<file path="src/rtl/muldiv_if.sv">
// muldiv_if: request/response bundle between the core and the RV32M multiply/divide unit.
interface muldiv_if;
  logic        start;
  logic [2:0]  funct3;
  logic [31:0] rs1_data;
  logic [31:0] rs2_data;
  logic [4:0]  rd_addr;
  logic        busy;
  logic [31:0] Write_Data;
  logic [4:0]  Write_Adress;
  logic        Write_Enable;
  modport slave (input start, funct3, rs1_data, rs2_data, rd_addr,
                 output busy, Write_Data, Write_Adress, Write_Enable);
  modport master (output start, funct3, rs1_data, rs2_data, rd_addr,
                  input busy, Write_Data, Write_Adress, Write_Enable);
endinterface

</file>
<file path="src/rtl/muldiv_unit.sv">
// muldiv_unit: iterative RV32M multiply/divide, fixed 33-cycle latency from accept to register-file write.
module muldiv_unit (
  input logic      clock,
  input logic      reset,
  muldiv_if.slave  bus
);
  typedef enum logic [1:0] {IDLE, CALC, DONE} state_t;
  state_t state_q, state_d;
  logic [2:0]  op_q;
  logic [4:0]  rd_q, cnt_q, wa_q;
  logic [31:0] sh_q, m_q, wd_q;
  logic [63:0] acc_q;
  logic        negr_q, nega_q;
  logic        sa, sb, na, nb, ge;
  logic [31:0] mag_a, mag_b, nr, quo, rem, res;
  logic [32:0] r33;
  logic [63:0] acc_next, prod;
  always_comb begin
    sa = bus.funct3 inside {3'b001, 3'b010, 3'b100, 3'b110};
    sb = bus.funct3 inside {3'b001, 3'b100, 3'b110};
    na = sa & bus.rs1_data[31];
    nb = sb & bus.rs2_data[31];
    mag_a = na ? -bus.rs1_data : bus.rs1_data;
    mag_b = nb ? -bus.rs2_data : bus.rs2_data;
    // MSB-first: multiply accumulates acc*2 + bit*m, divide shifts a dividend bit into the remainder
    r33 = {acc_q[63:32], sh_q[31]};
    ge = r33 >= {1'b0, m_q};
    nr = ge ? r33[31:0] - m_q : r33[31:0];
    acc_next = op_q[2] ? {nr, acc_q[30:0], ge}
                       : {acc_q[62:0], 1'b0} + (sh_q[31] ? {32'b0, m_q} : 64'b0);
    prod = negr_q ? -acc_next : acc_next;
    quo = acc_next[31:0];
    rem = acc_next[63:32];
    res = !op_q[2] ? (op_q[1:0] == 2'b00 ? prod[31:0] : prod[63:32])
        : op_q[1]  ? (nega_q ? -rem : rem)
        : (m_q == '0 ? 32'hFFFF_FFFF : negr_q ? -quo : quo);
    state_d = state_q == IDLE ? (bus.start ? CALC : IDLE)
            : state_q == CALC ? (cnt_q == 5'd31 ? DONE : CALC)
            : IDLE;
  end
  always_ff @(posedge clock or negedge reset) begin
    if (!reset) begin
      state_q <= IDLE;
      op_q    <= '0;
      rd_q    <= '0;
      cnt_q   <= '0;
      sh_q    <= '0;
      m_q     <= '0;
      acc_q   <= '0;
      negr_q  <= 1'b0;
      nega_q  <= 1'b0;
      wd_q    <= '0;
      wa_q    <= '0;
    end else begin
      state_q <= state_d;
      if (state_q == IDLE && bus.start) begin
        op_q   <= bus.funct3;
        rd_q   <= bus.rd_addr;
        cnt_q  <= '0;
        sh_q   <= mag_a;
        m_q    <= mag_b;
        acc_q  <= '0;
        negr_q <= na ^ nb;
        nega_q <= na;
      end else if (state_q == CALC) begin
        cnt_q <= cnt_q + 5'd1;
        sh_q  <= {sh_q[30:0], 1'b0};
        acc_q <= acc_next;
        if (cnt_q == 5'd31) begin
          wd_q <= res;
          wa_q <= rd_q;
        end
      end
    end
  end
  assign bus.busy         = state_q != IDLE;
  assign bus.Write_Data   = wd_q;
  assign bus.Write_Adress = wa_q;
  assign bus.Write_Enable = state_q == DONE && wa_q != '0;
endmodule

</file>
<file path="src/flat_wrapper.sv">
// flat-port wrapper written by rule: the top's interface ports become plain ports
module muldiv_unit_flat 
  (clock, reset, bus_start, bus_funct3, bus_rs1_data, bus_rs2_data, bus_rd_addr, bus_busy, bus_Write_Data, bus_Write_Adress, bus_Write_Enable);
  muldiv_if bus_i ();
  input logic clock;
  input logic reset;
  input wire logic [$bits(bus_i.start)-1:0] bus_start;
  input wire logic [$bits(bus_i.funct3)-1:0] bus_funct3;
  input wire logic [$bits(bus_i.rs1_data)-1:0] bus_rs1_data;
  input wire logic [$bits(bus_i.rs2_data)-1:0] bus_rs2_data;
  input wire logic [$bits(bus_i.rd_addr)-1:0] bus_rd_addr;
  output wire logic [$bits(bus_i.busy)-1:0] bus_busy;
  output wire logic [$bits(bus_i.Write_Data)-1:0] bus_Write_Data;
  output wire logic [$bits(bus_i.Write_Adress)-1:0] bus_Write_Adress;
  output wire logic [$bits(bus_i.Write_Enable)-1:0] bus_Write_Enable;
  assign bus_i.start = bus_start;
  assign bus_i.funct3 = bus_funct3;
  assign bus_i.rs1_data = bus_rs1_data;
  assign bus_i.rs2_data = bus_rs2_data;
  assign bus_i.rd_addr = bus_rd_addr;
  assign bus_busy = bus_i.busy;
  assign bus_Write_Data = bus_i.Write_Data;
  assign bus_Write_Adress = bus_i.Write_Adress;
  assign bus_Write_Enable = bus_i.Write_Enable;
  muldiv_unit u_core (.clock(clock), .reset(reset), .bus(bus_i));
endmodule
</file>
<file path="config.mk">
export PLATFORM = sky130hd
export DESIGN_NAME = muldiv_unit_flat
export DESIGN_NICKNAME = d
export VERILOG_FILES = /design/src/rtl/muldiv_if.sv /design/src/rtl/muldiv_unit.sv /design/src/flat_wrapper.sv
export SDC_FILE = /design/constraint.sdc
export NUM_CORES = 1
export LEC_CHECK = 0
export BUFFER_PORTS_ARGS = -buffer_cell sky130_fd_sc_hd__clkbuf_2
export CAP_MARGIN = 20
export CORE_MARGIN = 5
export CORE_UTILIZATION = 30
export CTS_BUF_LIST = sky130_fd_sc_hd__clkbuf_4 sky130_fd_sc_hd__clkbuf_8
export DETAILED_ROUTE_END_ITERATION = 16
export PLACE_DENSITY_LB_ADDON = 0.1
export SLEW_MARGIN = 30
export SYNTH_ARGS = -nofsm -noshare
export SYNTH_HDL_FRONTEND = slang
export SYNTH_SLANG_ARGS = --single-unit
</file>
<file path="constraint.sdc">
create_clock -name clock -period 11 [get_ports clock]
set_clock_uncertainty 0.15 [all_clocks]
set_input_delay 2.2 -clock clock [delete_from_list [all_inputs] [get_ports clock]]
set_output_delay 2.2 -clock clock [all_outputs]
set_load 0.03 [all_outputs]
</file>
==> flow_metrics.tcl <==
set metrics [dict create \
    finalCriticalPeriod_ns 6.37 \
    ys_warn_count 0 \
    start_kind "flop" \
    wl_per_cell_um 25.2 \
    critPathTopFamily "compound AO/OA/AOI/OAI gates" \
    cts_buffer_depth 2 \
    grt_pass1_wl_um 121000 \
    fin_crit_sh 0.579 \
    hpwl_um 63300 \
    worst-path-buf-inv 1 \
    yosysUniqueCellTypes 114 \
    yosysSeqAreaShare 0.251 \
    path_cells "inv_2, nor2_1, ha_1, a21oi_2, o21ai_1, a22oi_1, nand2_1, a221oi_1, mux2i_1, o211ai_1, nor4_4, nand2b_1, nor3_1, o21ai_0, a31oi_1, a211o_1" \
    die_area_um2 65600 \
    endpoint_kind "flop" \
    postCtsHoldBufs 0 \
    clockRootBuffer "clkbuf_8" \
    die_w_um 256 \
    max_stage_delay_ns 0.63 \
    row_count 90 \
    vias_per_cell 5.94 \
    via_count 19200 \
    fmax_mhz 157 \
    synth_area_um2 18200 \
    yosys-top-cells-area "dfrtp_1 (25%), o21ai_0 (6.7%), nand2_1 (6.5%)" \
    grt_max_degree 126 \
    drt_iter0_markers 1697 \
    ctsResizeCount 0 \
    worstPathArrival_ns 6.75 \
    synth.top_cell.area_share 0.251 \
    syn_avg_cell_area_um2 7.50 \
    synth.ff_latch_count 182 \
    synthArstFlopShare 1.00 \
    outcome "finished, final reports clean" \
    grt_overflow 0 \
    drc 0 \
    gp_congestion 0.965 \
    cts.sinks 182 \
    antenna_left 0 \
    antenna_found_initial 0 \
    initial_core_util 0.302 \
    drt-total-wl_um 81500 \
    path_class "reg2reg" \
    portBuffers 113 \
    cts_max_level 4 \
    drive_gt1_frac 0.105 \
    crit_required_ns 11.38 \
    fillers 6473 \
    post_cts_buffers 0 \
    core_um2 60100 \
    path_clk_slew_ns 0.12 \
    finalSetupTns_ns 0 \
    clock_latency_ns 0.60 \
    hold_class "reg2reg" \
    area_growth_pct 8.75 \
    synth_edf_count 0 \
    die_h_um 256 \
    grt_pass1_vias 18500 \
    maxSlewHeadroom 0.313 \
    nNetsFinal 2582 \
    synth_nets 2570 \
    worst_pin_slew_ns 1.00 \
    crit_slowest_cell "nor3_1" \
    rsz0062_at_grt "false" \
    synthCells 2423 \
    grt_usage 0.241 \
    drt_pre_antenna_iters 6 \
    drv_cap 0 \
    synth_top_area_cell "dfrtp_1" \
    hold_viol_final 0 \
    cts_tree "built" \
    slew_viol_final 0 \
    setup_viol 0 \
    ys.flop_type "dfrtp_1" \
    cts_made_buffers 17 \
    ios 114 \
    worstPathMaxFanout 32 \
]
synth_stat cells (10+ instances only):
library cell / n
a221oi_1: 14
a31oi_1: 29
inv_1: 70
and4_1: 10
nor2b_1: 12
o41ai_1: 10
a21o_1: 17
xor2_1: 73
a21oi_1: 145
a211o_1: 11
nor4_1: 20
a211oi_1: 18
o21a_1: 24
or2_2: 16
ha_1: 70
or3_1: 27
or4_1: 11
o22ai_1: 10
nand3_1: 94
and2_1: 22
nand2_1: 316
nor3_1: 69
o221ai_1: 10
nor2_1: 203
o21ai_0: 244
and3_1: 24
o211ai_1: 32
buf_2: 23
o21ai_1: 23
nand2b_1: 16
o31ai_1: 25
nand4_1: 53
xnor2_1: 103
dfrtp_1: 182
mux2i_1: 37
a22o_1: 19
clkbuf_1: 108
a22oi_1: 39
final timing paths:
kind                                 start                    endpoint  slack, ns  depth (start not counted)
min in group asynchronous            reset            u_core.acc_q[62]       1.50                          1
max                        u_core.sh_q[31]   u_core.bus.Write_Data[21]       4.63                         16
min reg2reg                 u_core.rd_q[3]  u_core.bus.Write_Adress[3]       0.33                          2
max in group asynchronous            reset              u_core.sh_q[8]       7.83                          2
max reg2reg                u_core.sh_q[31]   u_core.bus.Write_Data[21]       4.63                         16
min                         u_core.rd_q[3]  u_core.bus.Write_Adress[3]       0.33                          2
flip-flops by register name, summed over array words and instances, names as in the netlist, 2 cells and up:
name,count
u_core.acc_q,64
u_core.bus.Write_Data,32
u_core.m_q,32
u_core.sh_q,32
u_core.bus.Write_Adress,5
u_core.cnt_q,5
u_core.rd_q,5
u_core.op_q,3
u_core.state_q,2
metal layers:
metal  vias up  track usage  part of all wire  wire, um
met4         0       0.0801             0.034      2810
met3       131       0.0454             0.060      4930
met1      9406        0.320              0.44     35500
li1       8962            -                 -         -
met2       685        0.396              0.47     38300
met5         -            0                 0         0
tightest hold or removal path, stage by stage, from the launching register on:
cell and delay [ns]:
dfrtp_1 0.36, nand2_1 0.05, nand2_1 0.05
cell usage in the layout, fill, tap and decap left out, types with 22 or more instances in the layout:
master and n:
clkbuf_2 112, a31oi_1 29, nand3_1 94, nor2_1 201, o21ai_0 244, or3_1 27, ha_1 70, a22oi_1 39
o21ai_1 23, buf_4 24, and3_1 24, o31ai_1 25, xnor2_1 103, nand4_1 53, xor2_1 73, o21a_1 24
dfrtp_1 180, nor3_1 69, nand2_1 315, inv_1 68, a21oi_1 145, mux2i_1 37, o211ai_1 32, and2_1 22
cell families after synthesis:
kind of cell,Yosys count,share of synthesized area
compound gates,779,0.281
xor+xnor,176,0.0848
fa+ha+maj,72,0.0504
buf+inv,218,0.0485
flops,182,0.251
mux,50,0.0300
simple gates,946,0.254
through the flow:
stage                     setup slack, ns  area (um^2)  utilization  hold slack [ns]  std cells
after global routing                 4.28        19800        0.329            0.359       3229
after CTS                            4.80        19800        0.329            0.336       3229
final                                4.63        19800        0.329            0.328       3230
after floorplan                      6.12        18200            -            0.289       2423
after detailed placement             4.84        19400        0.322            0.305       3198
after global placement               4.68        19400        0.322            0.299       3198
area by class of cell:
cell class | instances | area (um^2) | area share
Multi-Input combinational cell | 2023 | 12800 | 0.646
Sequential cell | 182 | 4560 | 0.231
Tap cell | 782 | 978 | 0.0495
Timing Repair Buffer | 139 | 786 | 0.0397
Inverter | 72 | 270 | 0.0137
Clock buffer | 17 | 234 | 0.0118
Clock inverter | 14 | 161 | 0.00817
Antenna cell | 1 | 2.50 | 0.000127
Power is not shown: default switching activity piles up to over one toggle a cycle in this logic, so the estimate is an artifact.
